### config.mk
export PLATFORM = sky130hd
export DESIGN_NAME = io_input_responder
export DESIGN_NICKNAME = d
export VERILOG_FILES = /design/src/rtl/io_input_responder.sv
export SDC_FILE = /design/constraint.sdc
export NUM_CORES = 1
export LEC_CHECK = 0
export BUFFER_PORTS_ARGS = -buffer_cell sky130_fd_sc_hd__buf_2
export CAP_MARGIN = 5
export CORE_MARGIN = 10
export CORE_UTILIZATION = 55
export DETAILED_ROUTE_END_ITERATION = 8
export PLACE_DENSITY_LB_ADDON = 0.3
export SETUP_SLACK_MARGIN = 0.3
export SKIP_LAST_GASP = 1
export SLEW_MARGIN = 20
export SYNTH_ARGS = -nofsm -noshare
export SYNTH_HDL_FRONTEND = slang
export SYNTH_SLANG_ARGS = --single-unit
### constraint.sdc
create_clock -name clock -period 11 [get_ports clock]
set_input_delay 3.3 -clock clock [delete_from_list [all_inputs] [get_ports clock]]
set_output_delay 3.3 -clock clock [all_outputs]
set_load 0.005 [all_outputs]
### src/rtl/io_input_responder.sv
// rtl/io_input_responder.sv - responder for the core's input instruction: debounced confirm key, switch capture
//
// Purpose:
//   When the core executes an input instruction, it raises request and is held
//   by stall. This block waits for the confirm key to be released, then pressed.
//   Both the release and the press must be stable for DEBOUNCE_CYCLES samples.
//   On the press it captures the 18 switches as a sign-extended word and
//   releases the core with a one-cycle done pulse. A cancel key ends the
//   instruction at once with a zero word.
//
// Ports:
//   clock     system clock; all state changes on the rising edge
//   reset     asynchronous, active-high
//   request   level from the core; high while the input instruction is pending
//   switches  raw board switches sw17..sw0 (asynchronous)
//   key0      raw confirm key, active-low (asynchronous)
//   key1      raw cancel key, active-low (asynchronous)
//   stall     holds PC and register write while the input is pending
//   dataOut   captured word; valid from the done cycle until the next capture
//   done      one-cycle completion pulse
//   waiting   operator prompt LED; high while armed or counting a press

module io_input_responder #(
   parameter int DEBOUNCE_CYCLES = 50000,
   parameter int COUNT_WIDTH     = 16
) (
   input  logic        clock,
   input  logic        reset,
   input  logic        request,
   input  logic [17:0] switches,
   input  logic        key0,
   input  logic        key1,
   output logic        stall,
   output logic [31:0] dataOut,
   output logic        done,
   output logic        waiting
);

   typedef enum logic [1:0] {
      S_IDLE  = 2'd0,
      S_ARM   = 2'd1,
      S_PRESS = 2'd2,
      S_DONE  = 2'd3
   } state_t;

   localparam logic [COUNT_WIDTH-1:0] DEB = COUNT_WIDTH'(DEBOUNCE_CYCLES);

   // Two-flop synchronizers. The keys reset to 1 so that they read as released.
   logic        key0_s1_q, key0_s2_q;
   logic        key1_s1_q, key1_s2_q;
   logic [17:0] sw_s1_q, sw_s2_q;

   state_t                 state_q, state_d;
   logic [COUNT_WIDTH-1:0] cnt_q, cnt_d;
   logic [31:0]            data_q, data_d;
   logic                   done_q, done_d;
   logic                   waiting_q, waiting_d;

   // The counter saturates at DEB. It is cleared on every state change, so
   // saturation only guards against wrap.
   logic [COUNT_WIDTH-1:0] cnt_inc;
   assign cnt_inc = (cnt_q >= DEB) ? DEB : cnt_q + COUNT_WIDTH'(1);

   always_ff @(posedge clock or posedge reset) begin
      if (reset) begin
         key0_s1_q <= 1'b1;
         key0_s2_q <= 1'b1;
         key1_s1_q <= 1'b1;
         key1_s2_q <= 1'b1;
         sw_s1_q   <= 18'd0;
         sw_s2_q   <= 18'd0;
      end else begin
         key0_s1_q <= key0;
         key0_s2_q <= key0_s1_q;
         key1_s1_q <= key1;
         key1_s2_q <= key1_s1_q;
         sw_s1_q   <= switches;
         sw_s2_q   <= sw_s1_q;
      end
   end

   always_ff @(posedge clock or posedge reset) begin
      if (reset) begin
         state_q   <= S_IDLE;
         cnt_q     <= '0;
         data_q    <= 32'd0;
         done_q    <= 1'b0;
         waiting_q <= 1'b0;
      end else begin
         state_q   <= state_d;
         cnt_q     <= cnt_d;
         data_q    <= data_d;
         done_q    <= done_d;
         waiting_q <= waiting_d;
      end
   end

   always_comb begin
      state_d = state_q;
      cnt_d   = cnt_q;
      data_d  = data_q;
      case (state_q)
         S_IDLE: begin
            cnt_d = '0;
            if (request) state_d = S_ARM;
         end
         S_ARM: begin
            // The key must be seen released before a press can count. This
            // keeps a key still held from the last input from satisfying
            // this one.
            if (!request) begin
               state_d = S_IDLE;
               cnt_d   = '0;
            end else if (!key1_s2_q) begin
               data_d  = 32'd0;
               state_d = S_DONE;
               cnt_d   = '0;
            end else if (key0_s2_q) begin
               if (cnt_inc == DEB) begin
                  state_d = S_PRESS;
                  cnt_d   = '0;
               end else begin
                  cnt_d = cnt_inc;
               end
            end else begin
               cnt_d = '0;
            end
         end
         S_PRESS: begin
            // Cancel is checked before press completion, so cancel wins when
            // both happen in the same cycle.
            if (!request) begin
               state_d = S_IDLE;
               cnt_d   = '0;
            end else if (!key1_s2_q) begin
               data_d  = 32'd0;
               state_d = S_DONE;
               cnt_d   = '0;
            end else if (!key0_s2_q) begin
               if (cnt_inc == DEB) begin
                  data_d  = {{14{sw_s2_q[17]}}, sw_s2_q};
                  state_d = S_DONE;
                  cnt_d   = '0;
               end else begin
                  cnt_d = cnt_inc;
               end
            end else begin
               cnt_d = '0;
            end
         end
         S_DONE: begin
            state_d = S_IDLE;
            cnt_d   = '0;
         end
         default: begin
            state_d = S_IDLE;
            cnt_d   = '0;
         end
      endcase
   end

   // The indicator outputs are decoded from the next state and then
   // registered. They therefore line up exactly with the state register and
   // cannot glitch.
   always_comb begin
      done_d    = (state_d == S_DONE);
      waiting_d = (state_d == S_ARM) || (state_d == S_PRESS);
   end

   assign stall   = request & (state_q != S_DONE) & ~reset;
   assign dataOut = data_q;
   assign done    = done_q;
   assign waiting = waiting_q;

endmodule

After elaboration in Yosys (flattened, before gate mapping) --
Cells that the tools add are included.
Storage, ports and cells: register bits after elaboration 92, bits of input ports 23, output and inout port bits 35
Cells by class: add/sub/neg operators 1, order comparisons 1, equal/unequal tests 13, muxes and demuxes 26, bitwise logic cells 3, reductions and logical operators 5
Operators with widths (count):
- 2-to-1 mux 32 bit | 6
- 2-to-1 mux 16 bit | 8
- case mux 32 bit (2 select lines) | 1
- case mux 16 bit (3 select lines) | 1
- 2-to-1 mux 2 bit | 9
- adder 16 x 1 -> 16 bit, second input constant | 1
- == test 16 bit, second input constant | 1
- greater-or-equal comparator 16 bit, second input constant | 1
- == test 2 bit, second input constant | 4
- != test 2 bit, second input constant | 4
- case mux 2 bit (4 select lines) | 1
- != test 3 bit, second input constant | 2
- AND reduction 6 bit | 1
- == test 2 x 1 -> 1 bit, second input constant | 2
- AND 1 bit | 2
- logical NOT 2 bit | 1
- nonzero test 2 bit | 1
- OR reduction 2 bit | 1
- logical OR 1 bit | 1
- inverter 1 bit | 1

Logic depth before layout (Yosys ltp) --
Gate-level depths: netlist of run 1.
depth after elaboration 10, mapped depth 10, depth with buffers taken out 9

Worst setup path before layout of run 1 --
OpenSTA, ideal clock, no wires.
path kind input to output, start input port reset, end output port stall, arrival 5287 ps, data required time 7700 ps, setup slack 2413 ps, cell stages on the path 2, path buffers 0, cell sequence inv_1 -> and3_1
Between the ends: word-level cells in the longest chain between the ends 2
RTL lines:
- start: declaration | RTL line 28 | input logic reset,
- inverter 1 bit | RTL line 170 | assign stall = request & (state_q != S_DONE) & ~reset;
- AND 1 bit | RTL line 170
- end: declaration | RTL line 33 | output logic stall,
Every way passes these cells.

Final worst setup path of run 1 --
Ends and elaborated chain as after synthesis.

==> results of run 1 <==
==> power by group through the flow <==
stage,sequential (mW),clock (mW),combinational [mW]
final,0.299,0.216,0.0168
after CTS,0.300,0.221,0.0176
after global routing,0.301,0.233,0.0194
after floorplan,0.304,0,0.00968
after global placement,0.305,0,0.0171
after detailed placement,0.305,0,0.0176
==> per-layer routing <==
| metal | GRT usage, % | part of all wire [%] | vias up | wire, um |
|---|---|---|---|---|
| li1 | - | - | 912 | - |
| met1 | 16.2 | 44 | 969 | 2470 |
| met2 | 19.8 | 46 | 70 | 2580 |
| met4 | 3.74 | 0.66 | 0 | 37 |
| met5 | 0 | 0 | - | 0 |
| met3 | 5.55 | 9.1 | 4 | 510 |
==> area by class of cell <==
cell class / count / area, sq um
fill: 452 / 2000
sequential: 78 / 1960
multi-input combinational: 126 / 907
timing repair buffer: 58 / 293
clock buffer: 9 / 124
tap: 72 / 90.1
clock inverter: 7 / 80.1
inverter: 5 / 18.8
==> final timing paths <==
kind / from / to / slack, ps
setup / recovery: reset / stall / 3460
hold / removal: sw_s1_q[17] / sw_s2_q[17] / 350
setup reg to reg: cnt_q[1] / dataOut[0] / 8300
hold reg to reg: sw_s1_q[17] / sw_s2_q[17] / 350
max in group asynchronous: reset / key1_s2_q / 6950
min in group asynchronous: reset / sw_s2_q[7] / 3030
==> cells by family after synthesis <==
family | count (synthesis) | synth area share (%)
simple gates | 60 | 11.8
compound gates | 48 | 12.1
xor+xnor | 14 | 3.99
fa+ha+maj | 3 | 1.22
flops | 78 | 63.6
mux | 1 | 0.325
buf+inv | 28 | 6.91
==> flip-flops by register name, indices dropped and copies added, names as in the netlist, 2 cells and up <==
signal   flops
sw_s1_q     18
state_q      2
sw_s2_q     18
dataOut     18
cnt_q       16
==> synthesized netlist by cell type, types with 4 or more instances <==
library cell  instances
buf_6                 4
nor2_1               12
o21ai_0               4
inv_1                 5
nor2_2                4
dfstp_2               4
dfrtp_1              74
xor2_1                8
nand2_1              12
buf_4                16
xnor2_1               6
a32o_1               18
a21oi_1              13
nand4_1               4
==> stage by stage <==
| step | worst slack [ps] | area [sq um] | power (mW) |
|---|---|---|---|
| 2_1_floorplan | 2410 | 3080 | 0.314 |
| 3_3_place_gp | 3420 | 3270 | 0.322 |
| 3_5_place_dp | 3420 | 3270 | 0.323 |
| 4_1_cts | 3420 | 3470 | 0.538 |
| 5_1_grt | 3320 | 3470 | 0.554 |
| 6_report | 3460 | 3470 | 0.533 |
==> summary.md, run 1 <==
| Metric | Value |
|---|---|
| All-layer global routing usage | `12.9%` |
| Post-synth top area share | `between 60% and 70%` |
| Post-CTS Hold Buffers | `0` |
| Resized cells post-CTS | `0` |
| Final Hold Fails | `0` |
| DIE AREA | `between 0.008 and 0.009 sq mm` |
| Count of pins over their slew limit | `0` |
| Clk_lat worst skew | `~340 ps` |
| Clock Pin Slew Worst Setup and Hold Paths | `around 70 ps` |
| Setup TNS | `0 ps` |
| Worst setup path class | `input pin to output pin` |
| Worst Path Max Fanout | `32` |
| Part of the cycle the worst path needs | `about two thirds` |
| R2R depth | `8` |
| Psw | `0.123 mW` |
| Register share of total power | `56.2%` |
| RSZ-0062 raised after global routing | `false` |
| P&R area growth vs syn | `12.8%` |
| Static Leak | `roughly 1.6 nW` |
| H-Tree Depth | `3` |
| Worst path depth | `4` |
| CP Cell Sequence | `buf_2 > inv_2 > and3_1 > buf_2` |
| Worst setup SP type | `input pin` |
| Placed Cells | `between 300 and 400` |
| Worst-Margin Slew | `652 ps` |
| Post-synth EDFFs | `0` |
| Power density cells | `~150 mW/mm^2` |
| Combinational share of power | `about 3.2%` |
| Synth warn | `0` |
| Mean Syn Cell Area | `13.3 sq um` |
| Minimum clock period | `approximately 7500 ps` |
| Max Fclk | `133 MHz` |
| Std-Cell Rows | `27` |
| Mapped Area | `roughly 0.003 sq mm` |
| Clock root buffer | `clkbuf_8` |
| Global-route wire length before repair | `9170 um` |
| Most common cell after layout, fill and taps aside | `dfrtp_1` |
| Syn Nets | `~260` |
| Synth top area cells | `dfrtp_1 (60%), a32o_1 (5.9%), buf_4 (3.9%)` |
| Fin util | `63.4%` |
| Worst VDD drop | `about 130 uV` |
| CP endpoint kind | `output pin` |
| Setup Viol. Count Final | `0` |
| Detail Route Antenna Nets | `0` |
| N_diodes | `0` |
| Initial DRC Count | `between 70 and 80` |
| WL final | `~5600 um` |
| IO Count | `58` |
| Initial antenna violation count | `0` |
| Fin cells | `355` |
| Slowest cell on crit path | `inv_2` |
| Status | `finished, final reports clean` |
| Max_cap viols | `0` |
| CTS tree | `yes` |
| Die span in x | `94.8 um` |
| TritonCTS Buffers | `9` |
| FF+latch count, synth | `just under 80` |
| Most frequent cells in the layout | `dfrtp_1 (74), buf_2 (57), a32o_1 (18), a21oi_1 (13)` |
| Post-synthesis sequential area ratio | `a little under two thirds` |
| Clock sinks | `78` |
| Critical path's largest stage delay | `460 ps` |
| Internal power | `a little over 0.4 mW` |
| Critical Path RT | `around 7700 ps` |
| CP Data Arrival Time | `~4200 ps` |
| Starting density of the core | `56.2%` |
| GPL Wtd Cong | `roughly 0.85` |
| Hold path depth | `0` |
| Top FF cell, synth | `dfrtp_1` |
| WHS | `about 350 ps` |
| Vias/cell | `between 5 and 6` |
| CP delay by family, top | `buffers and inverters` |
| Dpl hpwl | `between 3000 and 4000 um` |
| Avg WL per Cell | `15.8 um` |
| Critical path buffers and inverters | `3` |
| Async S/R FF share, synth | `between 90% and 100%` |
| Fraction of layout cells with a size suffix above 1 | `approximately a third` |
| Slew margin rel. | `56.4%` |
| Cell taking the most area after synthesis | `dfrtp_1` |
| Post-CTS Setup Bufs | `0` |
| Via Count | `just under 2000` |
| Hold crit path type | `flip-flop to flip-flop` |
| DR DRC count | `0` |
| Worst path most repeated cell | `buf_2` |
| Switching share of power | `~23%` |
| Clock Power Share | `around two fifths` |
| Gr ovfl total | `0` |
| Max Buffers Root-to-Sink | `2` |
| Die height | `94.8 um` |
| Fin nets | `roughly 300` |
| Initial DRT Pass Iterations | `4` |
| Vias in the first global route | `1981` |
| Syn Inst Count | `~230` |
| Pin count of the biggest net entering global routing | `49` |
| Core ar. | `roughly 0.0055 sq mm` |
| IO Port Bufs | `57` |
| Synth cell types | `45` |
| Clock Skews | `~12 ps` |
No activity file was read; power rests on OpenSTA's default activity.
==> run 2, diff against run 1 <==
Settings changed: CORE_UTILIZATION 55 to 54.
Clock period 11 ns to 7.3 ns, I/O delays scaled along.
==> run 2 against run 1 <==
Effect of this change:
- setup slack worse by 960 ps
- design area is 0.65% lower
- total power is 44% higher
- routed wire length is 1.5% higher
- die area is 1.5% higher
- clock-buffer cell count stayed put
- critical endpoint unchanged
- largest power group unchanged
- clock power is 35% higher
- worst hold slack worse by 2.2 ps
- largest cell class unchanged
- via count is 0.77% lower
- clock skew is 4.0 ps lower
==> summary.md, run 2 (synthesized netlist as in run 1, its figures left out) <==
| Metric | Value |
|---|---|
| Status | `finished, final reports clean` |
| Gr ovfl total | `0` |
| Max_cap viols | `0` |
| Clk_lat worst skew | `approximately 350 ps` |
| P&R area growth vs syn | `12.0%` |
| Critical path's largest stage delay | `around 140 ps` |
| Clock root buffer | `clkbuf_8` |
| Fillers | `just over 400` |
| Worst Path Max Fanout | `2` |
| Most frequent cells in the layout | `dfrtp_1 (74), buf_2 (57), a32o_1 (18), a21oi_1 (13)` |
| Fin cells | `about 360` |
| Count of pins over their slew limit | `0` |
| Max Fclk | `around 210 MHz` |
| CTS tree | `yes` |
| Worst setup path class | `input pin to output pin` |
| Die span in x | `95.5 um` |
| Most common cell after layout, fill and taps aside | `dfrtp_1` |
| Core ar. | `0.00551 sq mm` |
| Detail Route Antenna Nets | `0` |
| Worst VDD drop | `just over 200 uV` |
| CP endpoint kind | `output pin` |
| TritonCTS Buffers | `9` |
| Worst-Margin Slew | `just over 900 ps` |
| Vias in the first global route | `1970` |
| Placed Cells | `between 300 and 400` |
| Worst setup SP type | `input pin` |
| Die height | `about 95 um` |
| DIE AREA | `0.00912 sq mm` |
| Hold crit path type | `flip-flop to flip-flop` |
| Final Hold Fails | `0` |
| Resized cells post-CTS | `0` |
| Initial DRT Pass Iterations | `4` |
| Dpl hpwl | `a little under 4000 um` |
| Clock sinks | `78` |
| IO Port Bufs | `57` |
| Fin nets | `about 300` |
| Critical Path RT | `approximately 5100 ps` |
| Clock Skews | `about 7.9 ps` |
| Via Count | `roughly 1900` |
| Setup Viol. Count Final | `0` |
| Global-route wire length before repair | `about 9400 um` |
| CP Data Arrival Time | `approximately 2600 ps` |
| All-layer global routing usage | `between 10% and 20%` |
| Placement Setup Slack | `~2500 ps` |
| Std-Cell Rows | `27` |
| IO Count | `between 50 and 60` |
| Slowest cell on crit path | `and3_1` |
| H-Tree Depth | `3` |
| GPL Wtd Cong | `roughly 0.84` |
| DR DRC count | `0` |
| Initial antenna violation count | `0` |
| Minimum clock period | `4790 ps` |
| Avg WL per Cell | `approximately 16 um` |
| Setup ws final | `between 2000 and 3000 ps` |
| WHS | `between 300 and 400 ps` |
| Post-CTS Setup Bufs | `0` |
| Post-CTS Hold Buffers | `0` |
| Pin count of the biggest net entering global routing | `79` |
| Vias/cell | `between 5 and 6` |
| RSZ-0062 raised after global routing | `false` |
| WL final | `around 5700 um` |
| Starting density of the core | `55.9%` |
| Slew margin rel. | `about 39%` |
| Clock Pin Slew Worst Setup and Hold Paths | `80 ps` |
| Static Leak | `around 1.6 nW` |
| Max Buffers Root-to-Sink | `2` |
| Setup TNS | `0 ps` |
| Initial DRC Count | `173` |
| Power density cells | `223 mW/mm^2` |
| Fraction of layout cells with a size suffix above 1 | `between 30 and 40%` |
| CP Cell Sequence | `buf_2 > inv_2 > and3_1 > buf_2` |
| N_diodes | `0` |
| Worst path most repeated cell | `buf_2` |
| Part of the cycle the worst path needs | `65.6%` |
-- run 2: cell types whose count changed in the layout (fill, tap and decap cells not counted) --
cell / previous run / this run
clkinvlp_4: 1 / 2
inv_6: 2 / 1
clkinv_4: 1 / 2
bufinv_16: 1 / 0
-- run 2: worst max-delay path: cells and delay by family --
family	cells	cell delay [ps]
buf+inv	3	270
simple gates	1	140
-- run 2: power by group --
group          total (mW)  switching (mW)  leakage (nW)  internal [mW]
clock network       0.291           0.163        0.0877          0.127
logic              0.0256          0.0170         0.522        0.00857
registers           0.451         0.00560         0.988          0.446
-- run 2: per-stage QoR --
step / util (%) / power [mW] / area [sq um]
2_1_floorplan: - / 0.473 / 3080
3_3_place_gp: 59.3 / 0.485 / 3270
3_5_place_dp: 59.3 / 0.486 / 3270
4_1_cts: 62.6 / 0.775 / 3450
5_1_grt: 62.6 / 0.802 / 3450
6_report: 62.6 / 0.768 / 3450
-- run 2: worst paths after layout --
path | startpoint | to | slack (ps) | cells after the start
worst max-delay path | reset | stall | 2510 | 4
min in group asynchronous | reset | sw_s2_q[13] | 2160 | 3
worst max register to register | cnt_q[1] | dataOut[2] | 4630 | 8
worst min register to register | sw_s1_q[10] | sw_s2_q[10] | 350 | 0
max in group asynchronous | reset | cnt_q[3] | 4570 | 3
worst min-delay path | sw_s1_q[10] | sw_s2_q[10] | 350 | 0
-- run 2: cell type report --
type	instances	area, sq um	share of cell area [%]
inverters	5	18.8	0.544
repair buffers	58	293	8.49
well taps	72	90.1	2.61
multi-input cells	126	907	26.3
clock inverters	7	57.6	1.67
flip-flops and latches	78	1960	56.8
clock buffers	9	124	3.59
-- run 2: per-layer routing --
metal  wire length (um)  GRT usage, %  vias to the layer above  share of wire (%)
met5                  0             0                        -                  0
met4                104          6.76                        0                1.8
met3                471          5.03                        9                8.3
met2               2720          19.8                       62                 48
met1               2390          16.3                      955                 42
li1                   -             -                      914                  -
==> run 3, diff against run 2 <==
Settings changed: ABC_AREA from default to 1, CORE_UTILIZATION 54 to 55.
Clock period 7.3 ns to 4.6 ns, I/O delays scaled along.
==> run 3 against run 2 <==
Effect of this change:
- register-to-register slack got worse by 2700 ps
- total power is 93% higher
- combinational power grew to 6.6 times the previous value
- core utilization up 1.1 points
- design area rose by 9.5%
- clock skew increased by 1.5 ps
- critical path depth unchanged
- clock-buffer cell count is 4 higher
- sequential power is 67% higher
- largest power group unchanged
==> summary.md, run 3 <==
| Metric | Value |
|---|---|
| Detail Route Antenna Nets | `0` |
| Final Hold Fails | `0` |
| DR DRC count | `0` |
| Gr ovfl total | `0` |
| Via Count | `~2500` |
| Vias/cell | `roughly 5.1` |
| Synth top cells by count | `nand2_1 (105), dfrtp_1 (74), nor2_1 (47)` |
| Vias in the first global route | `2542` |
| WL final | `between 6000 and 7000 um` |
| DIE AREA | `a little under 0.01 sq mm` |
| Status | `finished, final reports clean` |
| Fin cells | `485` |
| Clock root buffer | `clkbuf_8` |
| Minimum clock period | `around 3200 ps` |
| Pin count of the biggest net entering global routing | `53` |
| Worst setup SP type | `input pin` |
| Worst setup path class | `input pin to output pin` |
| Worst-Margin Slew | `865 ps` |
| Worst VDD drop | `251 uV` |
| Initial DRC Count | `between 100 and 150` |
| Die height | `~98 um` |
| Post-Synth XOR/XNOR Area | `less than 1%` |
| IO Port Bufs | `57` |
| All-layer global routing usage | `~15%` |
| Clock Skews | `9.42 ps` |
| Clock sinks | `just under 80` |
| Core ar. | `about 0.006 sq mm` |
| CTS tree | `yes` |
| Post-CTS Setup Bufs | `0` |
| Resized cells post-CTS | `0` |
| Syn Inst Count | `roughly 360` |
| IO Count | `between 50 and 60` |
| Mean Syn Cell Area | `9.32 sq um` |
| Post-CTS Hold Buffers | `0` |
| CP endpoint kind | `output pin` |
| Avg WL per Cell | `between 10 and 15 um` |
| Tot Pwr | `between 1 and 1.5 mW` |
| Largest family of logic cells by synthesized area | `simple AND/OR/NAND/NOR gates` |
| Max Buffers Root-to-Sink | `2` |
| Starting density of the core | `between 50% and 60%` |
| Synth top area cells | `dfrtp_1 (55%), nand2_1 (12%), nor2_1 (5.2%)` |
| Area share of fa/ha/maj cells after synthesis | `about 1.1%` |
| Hold crit path type | `flip-flop to flip-flop` |
| Most common cell after layout, fill and taps aside | `nand2_1` |
| Power density cells | `a little under 400 mW/mm^2` |
| Part of the cycle the worst path needs | `69.7%` |
| Synth cell types | `32` |
| Most frequent cells in the layout | `nand2_1 (105), dfrtp_1 (74), buf_2 (57), nor2_1 (47), nand4_1 (25)` |
| Fraction of layout cells with a size suffix above 1 | `a little under a quarter` |
| Syn Nets | `387` |
| P&R area growth vs syn | `12.2%` |
| Count of pins over their slew limit | `0` |
| Critical Path RT | `approximately 3200 ps` |
| Async S/R FF share, synth | `between 90% and 100%` |
| Setup Viol. Count Final | `0` |
| Dpl hpwl | `around 4700 um` |
| CP Data Arrival Time | `between 1500 and 2000 ps` |
| Slew margin rel. | `between 40% and 50%` |
| Count leader, synth | `nand2_1` |
| Max_cap viols | `0` |
| GPL Wtd Cong | `between 0.8 and 0.9` |
| Worst Path Max Fanout | `4` |
| Post-synth EDFFs | `0` |
| Placed Cells | `between 400 and 500` |
| Post-synth top area share | `between 50% and 60%` |
| Synth Area in Simple Gates | `approximately 28%` |
| Initial antenna violation count | `0` |
| TritonCTS Buffers | `9` |
| Initial DRT Pass Iterations | `4` |
| Cell taking the most area after synthesis | `dfrtp_1` |
| Global-route wire length before repair | `roughly 12000 um` |
| RSZ-0062 raised after global routing | `false` |
| H-Tree Depth | `3` |
| Clock Pin Slew Worst Setup and Hold Paths | `70 ps` |
| FF+latch count, synth | `78` |
| Setup TNS | `0 ps` |
| Std-Cell Rows | `28` |
| Synth warn | `0` |
| Mux share of post-synthesis cell area | `0%` |
| Static Leak | `1.93 nW` |
| Post-synthesis sequential area ratio | `58.2%` |
| Die span in x | `98.2 um` |
| Top FF cell, synth | `dfrtp_1` |
| Complex-gate fraction of the synthesized area | `under 10%` |
| Max Fclk | `a little over 300 MHz` |
| Fin nets | `431` |
| N_diodes | `0` |
| Clk_lat worst skew | `approximately 360 ps` |
| Mapped Area | `roughly 0.0034 sq mm` |
-- run 3: cell types whose count changed in the layout (fill, tap and decap cells not counted), sizes merged, moves of 4 or more --
cell,change
a21oi,-10
a32o,-18
and4,-5
clkbuf,+4
inv,+19
nand2,+97
nand3,+16
nand4,+21
nor2,+37
xnor2,-6
xor2,-5
-- run 3: per-stage QoR --
step           util [%]  worst slack, ps  hold WS (ps)  instance area (sq um)
5_1_grt            63.7             1330           355                   3770
6_report           63.7             1390           346                   3770
4_1_cts            63.7             1390           351                   3770
3_5_place_dp       60.1             1380           335                   3560
3_3_place_gp       60.1             1390           332                   3560
2_1_floorplan         -             1230           331                   3360
-- run 3: power by group --
group / internal (mW) / total, mW / switching (mW) / leakage (nW)
Clock: 0.321 / 0.560 / 0.239 / 0.104
Sequential: 0.729 / 0.753 / 0.0242 / 0.986
Combinational: 0.0521 / 0.170 / 0.118 / 0.839
-- run 3: logic make-up (layout without fill, tap and decap cells) --
| group | Yosys count | after routing |
|---|---|---|
| adders and majority gates | 3 | 3 |
| AOI/OAI and AO/OA | 15 | 15 |
| and+or+nand+nor | 211 | 211 |
| xor gates and xnor gates | 3 | 3 |
| DFF | 78 | 78 |
| buffers and inverters | 51 | 100 |
-- run 3: cell type report --
| type | count | area [sq um] |
|---|---|---|
| Timing Repair Buffer | 58 | 293 |
| Clock buffer | 13 | 149 |
| Tap cell | 75 | 93.8 |
| Clock inverter | 3 | 67.6 |
| Multi-Input combinational cell | 232 | 1110 |
| Inverter | 26 | 100 |
| Sequential cell | 78 | 1960 |
| Fill cell | 487 | 2150 |
-- run 3: routing by layer --
| layer | global-route usage, % | vias up | share of wire [%] |
|---|---|---|---|
| met4 | 6.95 | 0 | 1.9 |
| met5 | 0 | - | 0 |
| met1 | 16.6 | 1177 | 41 |
| met2 | 25.1 | 67 | 50 |
| li1 | - | 1225 | - |
| met3 | 5.78 | 15 | 6.6 |
-- run 3: path summary, 6_finish.rpt --
check | slack, ps | from | cells after the start | endpoint
max | 1390 | request | 4 | stall
min | 350 | sw_s1_q[4] | 0 | sw_s2_q[4]
max reg2reg | 1940 | cnt_q[0] | 14 | dataOut[0]
min reg2reg | 350 | sw_s1_q[4] | 0 | sw_s2_q[4]
max in group asynchronous | 2490 | reset | 3 | sw_s1_q[0]
min in group asynchronous | 1080 | reset | 2 | done
-- run 3: critical path: stages --
cell,delay [ps]
buf_2,110
inv_1,50
a211oi_1,140
buf_2,140
